File: src/rtl/movavg_pkg.sv
// Shared definitions for the bit-serial 4-tap moving-sum block.
// Holds the word width, the bit-counter width and the sequencer state
// encoding. The sequencer, the deserializer, the datapath and the bench
// all import it.
package movavg_pkg;

  // Word width in bits (power of two, at least 4)
  localparam int W  = 64;
  // Bit-counter width, log2(W)
  localparam int CW = $clog2(W);

  typedef enum logic [1:0] {
    IDLE,
    SHIFT,
    CAPT,
    OUT
  } state_e;

endpackage

File: src/rtl/movavg_deser.sv
// Serial-to-parallel collector for the moving-sum datapath output.
// The datapath registers its sum bit, so each bit arrives one cycle after
// the dp_en that produced it. A one-register delay of dp_en (r_cap_en)
// marks the cycles that carry a valid sum bit.
//
// Ports:
//   i_clk     system clock, rising edge
//   i_rst_n   asynchronous active-low reset
//   i_dp_en   datapath enable strobe from the sequencer
//   i_dp_sum  serial sum bit from the datapath, LSB first
//   o_word    assembled word: the live sum bit on top of the collected bits
//
// o_word is complete in the cycle that carries the last sum bit. The
// sequencer latches it on that edge without waiting another cycle.
module movavg_deser
  import movavg_pkg::*;
(
  input  logic         i_clk,
  input  logic         i_rst_n,
  input  logic         i_dp_en,
  input  logic         i_dp_sum,
  output logic [W-1:0] o_word
);

  logic         r_cap_en;
  logic [W-2:0] r_col;
  logic [W-1:0] w_word;

  // Only W-1 bits need storing. The top bit is the sum bit arriving in the
  // capture cycle itself.
  assign w_word = {i_dp_sum, r_col};
  assign o_word = w_word;

  // Bits enter at the top and move down, so after W-1 shifts bit 0 of the
  // sum sits in r_col[0].
  always_ff @(posedge i_clk or negedge i_rst_n) begin
    if (!i_rst_n) begin
      r_cap_en <= 1'b0;
      r_col    <= '0;
    end else begin
      r_cap_en <= i_dp_en;
      if (r_cap_en) begin
        r_col <= w_word[W-1:1];
      end
    end
  end

endmodule

File: src/rtl/movavg_seq.sv
// Sequencer for the bit-serial 4-tap moving-sum datapath.
// The block takes a parallel word on a valid/ready handshake and shifts it
// into the datapath LSB first. It drives the carry-clear (first),
// enable and tap-advance (last) strobes. It gathers the serial sum back into
// a parallel word and holds that word on a valid/ready output until it is
// taken.
//
// Ports:
//   i_clk        system clock, rising edge
//   i_rst_n      asynchronous active-low reset
//   i_in_valid   i_in_data is valid
//   o_in_ready   block can accept a word (IDLE only)
//   i_in_data    parallel input word
//   o_out_valid  o_out_data holds a completed sum
//   i_out_ready  consumer accepts o_out_data
//   o_out_data   sum of the last four inputs mod 2^W
//   o_dp_en      datapath processes one bit this cycle
//   o_dp_bit     serial input bit to the datapath
//   o_dp_first   bit 0 of the word; datapath clears its carries
//   o_dp_last    bit W-1 of the word; datapath advances its taps
//   i_dp_sum     registered serial sum bit from the datapath
//   o_busy       sequencer is not idle
//
// Timing: the accept edge is edge 0. Bits go out in cycles 1..W. The result
// is latched at edge W+1. The word is released on the first edge with
// i_out_ready high. A new word can be accepted one cycle later, so the
// minimum word period is W+3 cycles.
module movavg_seq
  import movavg_pkg::*;
(
  input  logic         i_clk,
  input  logic         i_rst_n,
  input  logic         i_in_valid,
  output logic         o_in_ready,
  input  logic [W-1:0] i_in_data,
  output logic         o_out_valid,
  input  logic         i_out_ready,
  output logic [W-1:0] o_out_data,
  output logic         o_dp_en,
  output logic         o_dp_bit,
  output logic         o_dp_first,
  output logic         o_dp_last,
  input  logic         i_dp_sum,
  output logic         o_busy
);

  localparam logic [CW-1:0] LAST_BIT = CW'(W - 1);

  state_e        r_state;
  state_e        w_state_nxt;
  logic [W-1:0]  r_shreg;
  logic [CW-1:0] r_bitcnt;
  logic [W-1:0]  r_out_data;
  logic          r_out_valid;
  logic [W-1:0]  w_word;
  logic          w_last;

  assign w_last = (r_bitcnt == LAST_BIT);

  // State register
  always_ff @(posedge i_clk or negedge i_rst_n) begin
    if (!i_rst_n) begin
      r_state <= IDLE;
    end else begin
      r_state <= w_state_nxt;
    end
  end

  // Next-state and strobe decode. The dp_* strobes depend only on the
  // registered state, counter and shift register. They carry no path from
  // i_in_valid or i_out_ready.
  always_comb begin
    w_state_nxt = r_state;
    o_in_ready  = 1'b0;
    o_dp_en     = 1'b0;
    o_dp_bit    = 1'b0;
    o_dp_first  = 1'b0;
    o_dp_last   = 1'b0;
    o_busy      = (r_state != IDLE);
    case (r_state)
      IDLE: begin
        o_in_ready = 1'b1;
        if (i_in_valid) begin
          w_state_nxt = SHIFT;
        end
      end
      SHIFT: begin
        o_dp_en    = 1'b1;
        o_dp_bit   = r_shreg[0];
        o_dp_first = (r_bitcnt == '0);
        o_dp_last  = w_last;
        if (w_last) begin
          w_state_nxt = CAPT;
        end
      end
      CAPT: begin
        w_state_nxt = OUT;
      end
      OUT: begin
        if (i_out_ready) begin
          w_state_nxt = IDLE;
        end
      end
      default: begin
        w_state_nxt = IDLE;
      end
    endcase
  end

  // Input shift register, bit counter and output holding register.
  // The counter returns to zero on the SHIFT exit, so it never runs past
  // W-1.
  always_ff @(posedge i_clk or negedge i_rst_n) begin
    if (!i_rst_n) begin
      r_shreg     <= '0;
      r_bitcnt    <= '0;
      r_out_data  <= '0;
      r_out_valid <= 1'b0;
    end else begin
      case (r_state)
        IDLE: begin
          if (i_in_valid) begin
            r_shreg  <= i_in_data;
            r_bitcnt <= '0;
          end
        end
        SHIFT: begin
          r_shreg  <= r_shreg >> 1;
          r_bitcnt <= w_last ? '0 : r_bitcnt + 1'b1;
        end
        CAPT: begin
          r_out_data  <= w_word;
          r_out_valid <= 1'b1;
        end
        OUT: begin
          if (i_out_ready) begin
            r_out_valid <= 1'b0;
          end
        end
        default: begin
          r_out_valid <= 1'b0;
        end
      endcase
    end
  end

  movavg_deser u_deser (
    .i_clk    (i_clk),
    .i_rst_n  (i_rst_n),
    .i_dp_en  (o_dp_en),
    .i_dp_sum (i_dp_sum),
    .o_word   (w_word)
  );

  assign o_out_valid = r_out_valid;
  assign o_out_data  = r_out_data;

endmodule

File: config.mk
export PLATFORM = sky130hd
export DESIGN_NAME = movavg_seq
export DESIGN_NICKNAME = d
export VERILOG_FILES = /design/src/rtl/movavg_pkg.sv /design/src/rtl/movavg_deser.sv /design/src/rtl/movavg_seq.sv
export SDC_FILE = /design/constraint.sdc
export NUM_CORES = 1
export LEC_CHECK = 0
export ABC_CLOCK_PERIOD_IN_PS = 1670
export BUFFER_PORTS_ARGS = -buffer_cell sky130_fd_sc_hd__buf_4
export CORE_ASPECT_RATIO = 1.4
export CORE_MARGIN = 1
export CORE_UTILIZATION = 32
export DETAILED_ROUTE_END_ITERATION = 7
export PLACE_DENSITY = 0.57
export RECOVER_POWER = 50
export SYNTH_ARGS = -nofsm -noshare
export SYNTH_HDL_FRONTEND = slang
export SYNTH_SLANG_ARGS = --single-unit
File: constraint.sdc
create_clock -name i_clk -period 1.67 [get_ports i_clk]
set_input_delay 0.167 -clock i_clk [delete_from_list [all_inputs] [get_ports i_clk]]
set_output_delay 0.167 -clock i_clk [all_outputs]
set_load 0.03 [all_outputs]
Word-level counts from Yosys, hierarchy flattened
Cells that the tools add are included.

Flip-flop bits (word level): 201. Memory bits (read-only): 0. Input bits: 69. Memories kept: 0. Memory bits (writable): 0. Output and inout bits: 71. Latch bits: 0. Logic and storage cells: 39.

Bitwise logic cells: 0. Multiply operators: 0. Reduce and logical (&&, ||, !) cells: 8. Add/sub/neg operators: 1. Shifts and indexed selects: 0. Equal/unequal tests: 7. Multiplexer cells: 16. Magnitude comparators: 0. Div/mod/pow operators: 0.

Operators with widths (number): one-hot mux 64 bit (2 select lines) (1); two-way mux 64 bit (1); two-way mux 6 bit (2); one-hot mux 6 bit (2 select lines) (1); one-hot mux 2 bit (4 select lines) (1); adder 6 x 1 -> 6 bit (second input constant) (1); equality test 6 bit (second input constant) (1); logical NOT 6 bit (1); two-way mux 1 bit (6); two-way mux 2 bit (3); != test 2 bit (second input constant) (3); nonzero test 2 bit (3); equality test 2 bit (second input constant) (2); AND reduction 2 bit (2); AND reduction 3 bit (1); equality test 2 x 1 -> 1 bit (second input constant) (1); logical NOT 2 bit (1); one-hot mux 1 bit (2 select lines) (1).

Longest topological paths before layout
Word-level depth: 3. Depth in mapped cells: 9. Depth with buffers taken out: 6.

By module
From an unflattened synthesis, not the netlist that was laid out.

Cell total of the unflattened synthesis: 607. Area, all modules: 8588.2 µm².

By module, submodules not included: movavg_seq (cells each 472, sequential area each 3428.3 µm², area each 5913.2 µm², times used 1); movavg_deser (cells each 135, sequential area each 1601.5 µm², area each 2675.1 µm², times used 1).

Worst setup path after synthesis
No wires, ideal clock.

Kind: register to output. Start: register r_state[1]. End: output port o_dp_last. Slack: -0.737 ns. Data arrival time: 2.240 ns. Stages on the path, launching flop included: 8. Required time: 1.503 ns. Buffers on the path: 3. Path through: dfrtp_1 inv_1 ha_1 buf_2 buf_4 buf_2 inv_1 nor3_1.

Cells in the longest elaborated chain, start to end: 2.

RTL lines: start, declared (RTL line movavg_seq.sv:49) `state_e r_state;`; start signal, assigned (RTL line movavg_seq.sv:65) `r_state <= w_state_nxt;`; equality test 2 x 1 -> 1 bit (RTL line movavg_seq.sv:80) `case (r_state)`; two-way mux 1 bit (RTL line movavg_seq.sv:80); end, declared (RTL line movavg_seq.sv:42) `output logic o_dp_last,`.

Every way passes these cells.

Final worst setup path
Start: register r_bitcnt[0]. End: output port o_dp_first.

Cells in the longest elaborated chain, start to end: 2.

RTL lines: start, declared (RTL line movavg_seq.sv:52) `logic [CW-1:0] r_bitcnt;`; start signal, assigned (RTL line movavg_seq.sv:129) `r_bitcnt <= w_last ? '0 : r_bitcnt + 1'b1;`; logical NOT 6 bit (RTL line movavg_seq.sv:90) `o_dp_first = (r_bitcnt == '0);`; two-way mux 1 bit (RTL line movavg_seq.sv:80); end, declared (RTL line movavg_seq.sv:41) `output logic o_dp_first,`.

Every way passes these cells.

==> metrics <==
outcome=finished, violations left; violations in the final reports=negative setup slack; number of cells on the critical path=6; maximum ir drop on the vdd rail=1.24 mV; peak per-stage delay on the critical path=0.43 ns; # rows=68; Post-DP HPWL=10.7 mm; number of antenna violations at the first check in global routing=0; clock transition time at the flip-flop clock pins of the worst setup and hold paths=0.06 ns; clock period minus final worst setup slack=1.87 ns; Worst Reg-to-Reg Cells=9; cell breakdown of the critical path=buf_6 -> inv_4 -> ha_4 -> nand2b_4 -> nor4_4 -> buf_6; R2R setup slack=-0.10 ns; total track usage=0.134; starting density of the core=0.329; Avg Synthesized Cell Area=13.4 um2; via count of the first global-routing pass=5,790; kind of start point of the critical path=flip-flop; flip-flop and latch count after synthesis=201; Fin. Hold Viols=0; unrepaired setup endpoints after global routing=yes; pin count of the biggest net entering global routing=65; class of the tightest hold or removal check=in -> reg; Crit Path Max Fanout=2; die area=26,200 um2; Fin Clk Skew=0.0107 ns; cts bufs inserted=21; Worst Max-Slew Pin Slew=1.25 ns; Crit path buffers/inverters=3; detailed-route vias per instance=4.70; category of the worst setup path capture point=output port; clock tree from TritonCTS=done; number of port buffers=139; most used cells in the layout excluding fill and tap cells=sky130_fd_sc_hd__dfrtp_1 (200), sky130_fd_sc_hd__buf_4 (148), sky130_fd_sc_hd__mux2_2 (127); io pins=140; achievable frequency=536 MHz; Root Driver=sky130_fd_sc_hd__clkbuf_16; Worst Setup Slack, final=-0.196 ns; routed len/inst=16.3 um; most numerous cell on the critical path=sky130_fd_sc_hd__buf_6; final weighted congestion in routability-driven placement=0.741; overall die height=191 um; synthesized instance count=609; Worst path top cell family by delay=flip-flops; total core area=24,900 um2; non-filler cells, final=1,193; leading cell type in the layout, fill and taps excluded=sky130_fd_sc_hd__dfrtp_1; residual antenna-violating net count after detailed routing=0; Final Routed Wirelength=19.4 mm; number of different library cells in the post-synthesis netlist=27; global-route wire length before repair=28.5 mm; total global routing overflow=0; first-pass iteration count of the detailed router=4; width of the die=137 um; synthesis-to-finish area growth=52.1%; buffer levels on the longest clock path=3; share of final-layout standard cells stronger than drive strength 1=0.565; total number of vias=5,602; share of the clock period used by the worst path after layout=1.12; Static Leak=5.84 nW; number of antenna diodes=0; Final Max Slew Viols=0; worst hold path depth=3; total of warnings raised by yosys=0; Critical Setup Path Class=reg -> out; number of remaining DRC errors=0; cell area reported after detailed placement=9850 um2; Post-Route Utilization=0.500; TritonCTS Sinks=201; arrival time of the worst setup path=1.70 ns; cell with the biggest individual delay on the critical path=sky130_fd_sc_hd__dfrtp_1; Cell Area, Synth=8190 um2; remaining max-slew budget at the tightest pin=0.166; total placed cells including tap cells=1,054; CTS H-tree lvls=1; register area share after synthesis=0.614; later-pin clock latency in the skew report=0.50 ns; violation count after the first detailed-routing iteration=109; net count of the mapped netlist=684; final-stage net count=940; number of violations of the max-capacitance limit=0; Non-Filler Cell Area, Final=12,500 um2; setup violation total in the final timing report=67; required time worst endpoint=1.50 ns; power density relative to cell area=1940 nW/um2
## stage by stage
| stage | setup slack, ns | setup TNS (ns) | hold slack, ns | total power, W |
|---|---|---|---|---|
| after floorplan | 0.00734 | 0 | -0.129 | 0.0129 |
| after global placement | 0.114 | 0 | 0.0644 | 0.0153 |
| after detailed placement | 0.0651 | 0 | 0.0624 | 0.0155 |
| after CTS | -0.210 | -1.91 | 0.00570 | 0.0209 |
| after global routing | -0.239 | -18.19 | 0.00784 | 0.0256 |
| final | -0.196 | -2.51 | 0.00300 | 0.0242 |
## worst paths after layout
kind | startpoint | to
setup / recovery | r_bitcnt[0]$_DFFE_PN0P_ | o_dp_first
setup reg to reg | r_state[0]$_DFFE_PN0P_ | r_shreg[14]$_DFFE_PN0P_
hold / removal | i_in_data[51] | r_shreg[51]$_DFFE_PN0P_
min in group asynchronous | i_rst_n | r_shreg[17]$_DFFE_PN0P_
max in group asynchronous | i_rst_n | o_out_data[34]$_DFFE_PN0P_
hold reg to reg | r_shreg[23]$_DFFE_PN0P_ | r_shreg[23]$_DFFE_PN0P_
## cells in the mapped netlist (all sizes together)
cell,n,area [um2]
o2bb2ai,1,8.76
o21ai,68,344
inv,7,26.3
a22o,2,17.5
a21o,1,7.51
nor4,2,12.5
mux2i,66,661
nand2b,3,18.8
clkbuf,9,33.8
nor3,2,10.0
nor2b,1,6.26
buf,28,161
nand3,3,15.0
mux2,128,1450
dfrtp,201,5030
o31ai,1,7.51
a21oi,4,20.0
ha,6,75.1
nand2,71,267
or3,1,6.26
and2,1,6.26
nor2,3,11.3
## registers in the layout, summed over array words and instances, names as in the netlist
register and cells:
r_state 2, o_out_data 64, u_deser.r_col 63, r_bitcnt 6
r_shreg 64, o_out_valid 1, u_deser.r_cap_en 1
## cells by family (layout without fill, tap and decap cells)
family / count (synthesis) / after routing / synth area share
buffers and inverters: 44 / 313 / 0.0270
and+or+nand+nor: 87 / 87 / 0.0431
muxes: 194 / 194 / 0.257
AOI/OAI and AO/OA: 77 / 77 / 0.0495
adders and majority gates: 6 / 6 / 0.00917
DFF: 201 / 201 / 0.614
## per-layer routing
metal  wire length (um)  share of wire  global-route usage
met3               1010          0.052              0.0316
met5                  0              0                   0
met4                370          0.019              0.0351
met1               8110           0.42               0.160
met2               9930           0.51               0.240
## worst register-to-register path: stages (launching register included)
cell and delay (ns):
sky130_fd_sc_hd__dfrtp_1 0.41, sky130_fd_sc_hd__buf_6 0.14, sky130_fd_sc_hd__ha_4 0.19, sky130_fd_sc_hd__buf_6 0.14, sky130_fd_sc_hd__mux2i_4 0.16, sky130_fd_sc_hd__buf_12 0.17, sky130_fd_sc_hd__buf_12 0.16, sky130_fd_sc_hd__buf_6 0.11
sky130_fd_sc_hd__clkbuf_16 0.13, sky130_fd_sc_hd__o21ai_2 0.05
## what timing repair did
action                                  CTS  global route
buffers inserted                         14             6
gates cloned                              1            18
hold buffers                             65             1
endpoints found under the setup margin    5            79
pin swaps                                 3            98
hold endpoints to repair                266             1
resized for setup                        27           235
## area by class of cell
class                   instances  area, um2
fillers                      2138      12500
flip-flops and latches        201       5030
multi-input cells             364       3570
repair buffers                270       2760
clock buffers                  25        561
well taps                     315        394
clock inverters                11        118
inverters                       7       28.8
## where the power goes
group	switching (W)	internal, W	leakage (nW)
sequential	0.00123	0.00654	2.57
combinational	0.00548	0.00628	2.95
clock	0.00195	0.00271	0.320
total	0.00867	0.0155	5.84
(Power assumes the default switching activity.)
